===== src/rtl/run_length_mealy.sv =====
// Run-length tracker for a qualified serial bit stream with a same-cycle (Mealy) length output.
// Optional run-end reporting is compiled in when RUN_END_REPORT_EN is defined.
module run_length_mealy #(
    parameter int CNT_W   = 4,
    parameter int SAT_MAX = 15,
    parameter int THRESH  = 3
) (
    input  logic             clk,
    input  logic             rst_p,
    input  logic             clr,
    input  logic             bit_vld,
    input  logic             bit_in,
    input  logic             match_val,
    output logic [CNT_W-1:0] result,
    output logic             hit,
    output logic [CNT_W-1:0] run_q,
    output logic [CNT_W-1:0] max_run
`ifdef RUN_END_REPORT_EN
    ,
    output logic             run_end,
    output logic [CNT_W-1:0] run_end_len
`endif
);

    localparam logic [CNT_W-1:0] SAT_V = CNT_W'(SAT_MAX);
    localparam logic [CNT_W-1:0] THR_V = CNT_W'(THRESH);
    localparam logic [CNT_W-1:0] ONE_V = CNT_W'(1);

    // bit_vld is a one-way qualifier: there is no ready, and every cycle with
    // bit_vld=1 consumes bit_in. Cycles with bit_vld=0 leave the run intact.
    logic             match;
    logic [CNT_W-1:0] nxt;

    always_comb begin
        match  = bit_vld & (bit_in == match_val);
        nxt    = (run_q == SAT_V) ? SAT_V : run_q + ONE_V;
        result = '0;
        if (!rst_p && !clr && match) begin
            result = nxt;
        end
        hit = (result >= THR_V);
    end

    always_ff @(posedge clk) begin
        if (rst_p) begin
            run_q   <= '0;
            max_run <= '0;
        end else if (clr) begin
            run_q   <= '0;
            max_run <= '0;
        end else if (bit_vld) begin
            if (match) begin
                run_q <= nxt;
                if (nxt > max_run) begin
                    max_run <= nxt;
                end
            end else begin
                run_q <= '0;
            end
        end
    end

`ifdef RUN_END_REPORT_EN
    // A mismatch ending a non-empty run reports that run's (saturated) length next cycle.
    always_ff @(posedge clk) begin
        if (rst_p) begin
            run_end     <= 1'b0;
            run_end_len <= '0;
        end else if (clr) begin
            run_end <= 1'b0;
        end else if (bit_vld && !match && (run_q != '0)) begin
            run_end     <= 1'b1;
            run_end_len <= run_q;
        end else begin
            run_end <= 1'b0;
        end
    end
`endif

endmodule


===== config.mk =====
export PLATFORM = sky130hd
export DESIGN_NAME = run_length_mealy
export DESIGN_NICKNAME = d
export VERILOG_FILES = /design/src/rtl/run_length_mealy.sv
export SDC_FILE = /design/constraint.sdc
export NUM_CORES = 1
export LEC_CHECK = 0
export CORE_UTILIZATION = 42
export CTS_BUF_LIST = sky130_fd_sc_hd__clkbuf_16
export DETAILED_ROUTE_END_ITERATION = 8
export GPL_TIMING_DRIVEN = 0
export PLACE_DENSITY = 0.75
export SYNTH_ARGS = -nofsm -noshare
export SYNTH_HDL_FRONTEND = slang
export SYNTH_SLANG_ARGS = --single-unit

===== constraint.sdc =====
create_clock -name clk -period 2.1 [get_ports clk]
set_input_delay 0.42 -clock clk [delete_from_list [all_inputs] [get_ports clk]]
set_output_delay 0.42 -clock clk [all_outputs]
set_load 0.05 [all_outputs]

==> out/results.ini <==
[global_route]
grt_pass1_vias = 483
grt_max_degree = 11
track_usage_pct = 21.9
grt_pass1_wl_um = 2090
grt-ovfl-total = 0
antenna_found_initial = 0

[flow_run]
maxCapViolCount = 0

[timing]
fin_ws_ns = 0.0829
fin_crit_sh_pct = 96.1
worstMarginPinSlew_ns = 0.496
hold_violations = 0
fin_crit_ns = 2.02
finalSetupViolations = 0
skew_ns = 0.00247
relSlewSlack_pct = 66.8
slew_viol_final = 0
rsz0062_at_grt = false
fmax_mhz = 496

[setup_path]
critPathKind = flip-flop to output port
cp_common_cell = buf_4
reg2reg_from = run_q[0]$_SDFFE_PP0P_
path_max_fanout = 6
required_ns = 1.68
regToRegEndpoint = max_run[1]$_SDFFE_PP0P_
crit_path_start_kind = flip-flop
slowest_delay_ns = 0.38
ff2ff_path_depth = 9
cp-end-kind = output port
crit_chain = ha_4 -> nor2b_2 -> a41oi_2 -> buf_4 -> and3_1 -> buf_4
rrSetupSlack_ns = 0.15
crit_path_top_delay_cell = dfxtp_4
cp.arrival_ns = 1.60

[route]
vias = 560
first_iter_violations = 10
avgRoutedWirePerCell_um = 13.9
remaining_drc_errors = 0
dr.pass1.iters = 4
ant_nets = 0
routed_wl_um = 1480
routed_via_density = 5.23

[logic_synthesis]
synth_cell_type_count = 23
ys_ff_latch = 8
syn_avg_cell_area_um2 = 8.11
yosys_warnings = 0
synth_top_area_cell = dfxtp_1
syn-cell-area_um2 = 552
syn-num-nets = 79
synth.top_cells.by_area = dfxtp_1 (29%), ha_1 (11%), mux2i_1 (7.3%)
synthesis.instances = 68
yosysSeqAreaShare_pct = 29.0
synth_top_area_share_pct = 29.0

[clock_tree]
cts.sinks = 8
clk_pin_slew_ns = 0.04
cts_made_buffers = 3
ctsHtreeMaxLevel = 1
insertion_delay_ns = 0.23
cts_root_buffer = clkbuf_16
cts_max_path_buffers = 2
cts_tree = built

[floorplanning]
die_h_um = 38.2
die_w_um = 38.2
start_util_pct = 47.7
die_area_um2 = 1460
coreArea_um2 = 1160
num_rows = 12
io_pins = 19

[layout]
areaGrowthSynthToFinish_pct = 72.1
layout-drive-gt1-share_pct = 34.4
antenna_cells = 0
fill_cells = 77
nNetsFinal = 105
fin_area_um2 = 950

[placement]
portBuffers = 18
gp_congestion = 0.778
dpl.hpwl_um = 880
dp_slack_ns = -0.711
placed_cell_area_um2 = 771

[run_status]
status = completed

[power]
power_density_nw_per_um2 = 581
p_total_uw = 551
ir_drop_uv = 601
p_leak_nw = 0.429

[min_path]
hold_depth = 2
min_path_type = flip-flop to flip-flop
worstHoldStart = max_run[3]$_SDFFE_PP0P_
holdPathEnd = max_run[3]$_SDFFE_PP0P_

-- state kept, by name, summed over array words and instances (netlist names) --
signal and flops:
max_run 4, run_q 4
-- layer usage --
metal  track usage, %  up-vias  share of wire [%]
li1                 -      284                  -
met1             28.3      254                 49
met3             6.98        2                6.4
met4             10.7        0               0.74
met2             32.2       20                 44
met5                0        -                  0
-- metrics by stage --
step	utilization (%)	hold slack [ns]	setup TNS, ns	instances
2_1_floorplan	-	0.487	0	68
3_3_place_gp	66.7	0.460	-3.29	100
3_5_place_dp	66.7	0.470	-3.29	100
4_1_cts	76.3	0.477	0	105
5_1_grt	82.1	0.498	0	107
6_report	82.1	0.473	0	107
-- Yosys cell counts --
| library cell | n |
|---|---|
| nand4_1 | 1 |
| nor3_2 | 1 |
| a21oi_4 | 1 |
| mux2i_1 | 4 |
| nor2_1 | 3 |
| o211ai_2 | 1 |
| nand2b_1 | 1 |
| nand3b_1 | 1 |
| nand2_1 | 10 |
| buf_2 | 2 |
| ha_1 | 5 |
| a41oi_2 | 1 |
| nor2b_1 | 6 |
| nand3_1 | 2 |
| o21ai_1 | 1 |
| a21oi_1 | 7 |
| xnor2_1 | 1 |
| and2_1 | 1 |
| nor3_1 | 3 |
| inv_1 | 5 |
| a31oi_1 | 1 |
| and3_1 | 2 |
| dfxtp_1 | 8 |
-- where the power goes --
group	internal [mW]	switching, mW
combinational	0.0345	0.0418
clock	0.248	0.0721
sequential	0.153	0.00259
total	0.435	0.117
-- layout by cell type, fill, tap and decap left out --
cell	n
nor2b_1	5
a31oi_1	1
a41oi_2	1
nor2_2	3
and3_1	2
clkdlybuf4s50_1	8
nand2b_1	1
dfxtp_2	1
nand3b_1	1
nand4_1	1
a21oi_4	2
ha_4	1
o21ai_4	1
inv_1	5
dfxtp_4	2
nand3_1	2
nor2b_2	1
inv_2	1
mux2i_1	4
nor3_2	1
dlymetal6s2s_1	5
a21oi_2	1
buf_4	5
and2_4	1
nor3_1	3
clkbuf_16	3
buf_6	5
ha_1	4
dfxtp_1	5
xnor2_2	1
nand2_4	1
a21oi_1	5
nand2_1	9
o211ai_2	1
-- worst max path at each step --
stage,start,to,slack (ns),cells past startpoint
floorplan,run_q[3]$_SDFFE_PP0P_,result[2],0.01,3
global placement,match_val,hit,-0.70,7
detailed placement,bit_in,hit,-0.71,7
CTS,bit_in,result[3],0.0008,6
global route,run_q[0]$_SDFFE_PP0P_,max_run[3]$_SDFFE_PP0P_,0.01,9
finish,run_q[0]$_SDFFE_PP0P_,result[3],0.08,6
-- critical path: cells and delay by family (launching register included) --
family / cells / cell delay, ns
AO/OA/AOI/OAI: 1 / 0.26
adder cells (fa/ha/maj): 1 / 0.17
buffers and inverters: 2 / 0.37
flip-flops: 1 / 0.38
AND/OR/NAND/NOR: 2 / 0.19
-- kinds of logic after synthesis --
logic type,share of synthesized area [%]
simple gates,29.0
compound gates,16.6
flops,29.0
buf+inv,5.22
fa+ha+maj,11.3
mux,7.26
xor+xnor,1.59
-- area by class of cell --
class,count,area [um^2],area share [%]
buffer,2,18.8,1.98
clock buffer,3,75.1,7.91
clock inverter,1,3.75,0.395
inverter,5,18.8,1.98
multi-input combinational,53,429,45.2
sequential,8,169,17.8
tap,14,17.5,1.84
timing repair buffer,21,218,22.9
-- timing repair --
item                                    CTS  global route
endpoints found under the setup margin    9             9
hold buffers                              0             0
setup buffers                             1             2
pin swaps                                 3             3
gates resized for setup                  41            15
No activity file was read; power rests on OpenSTA's default activity.
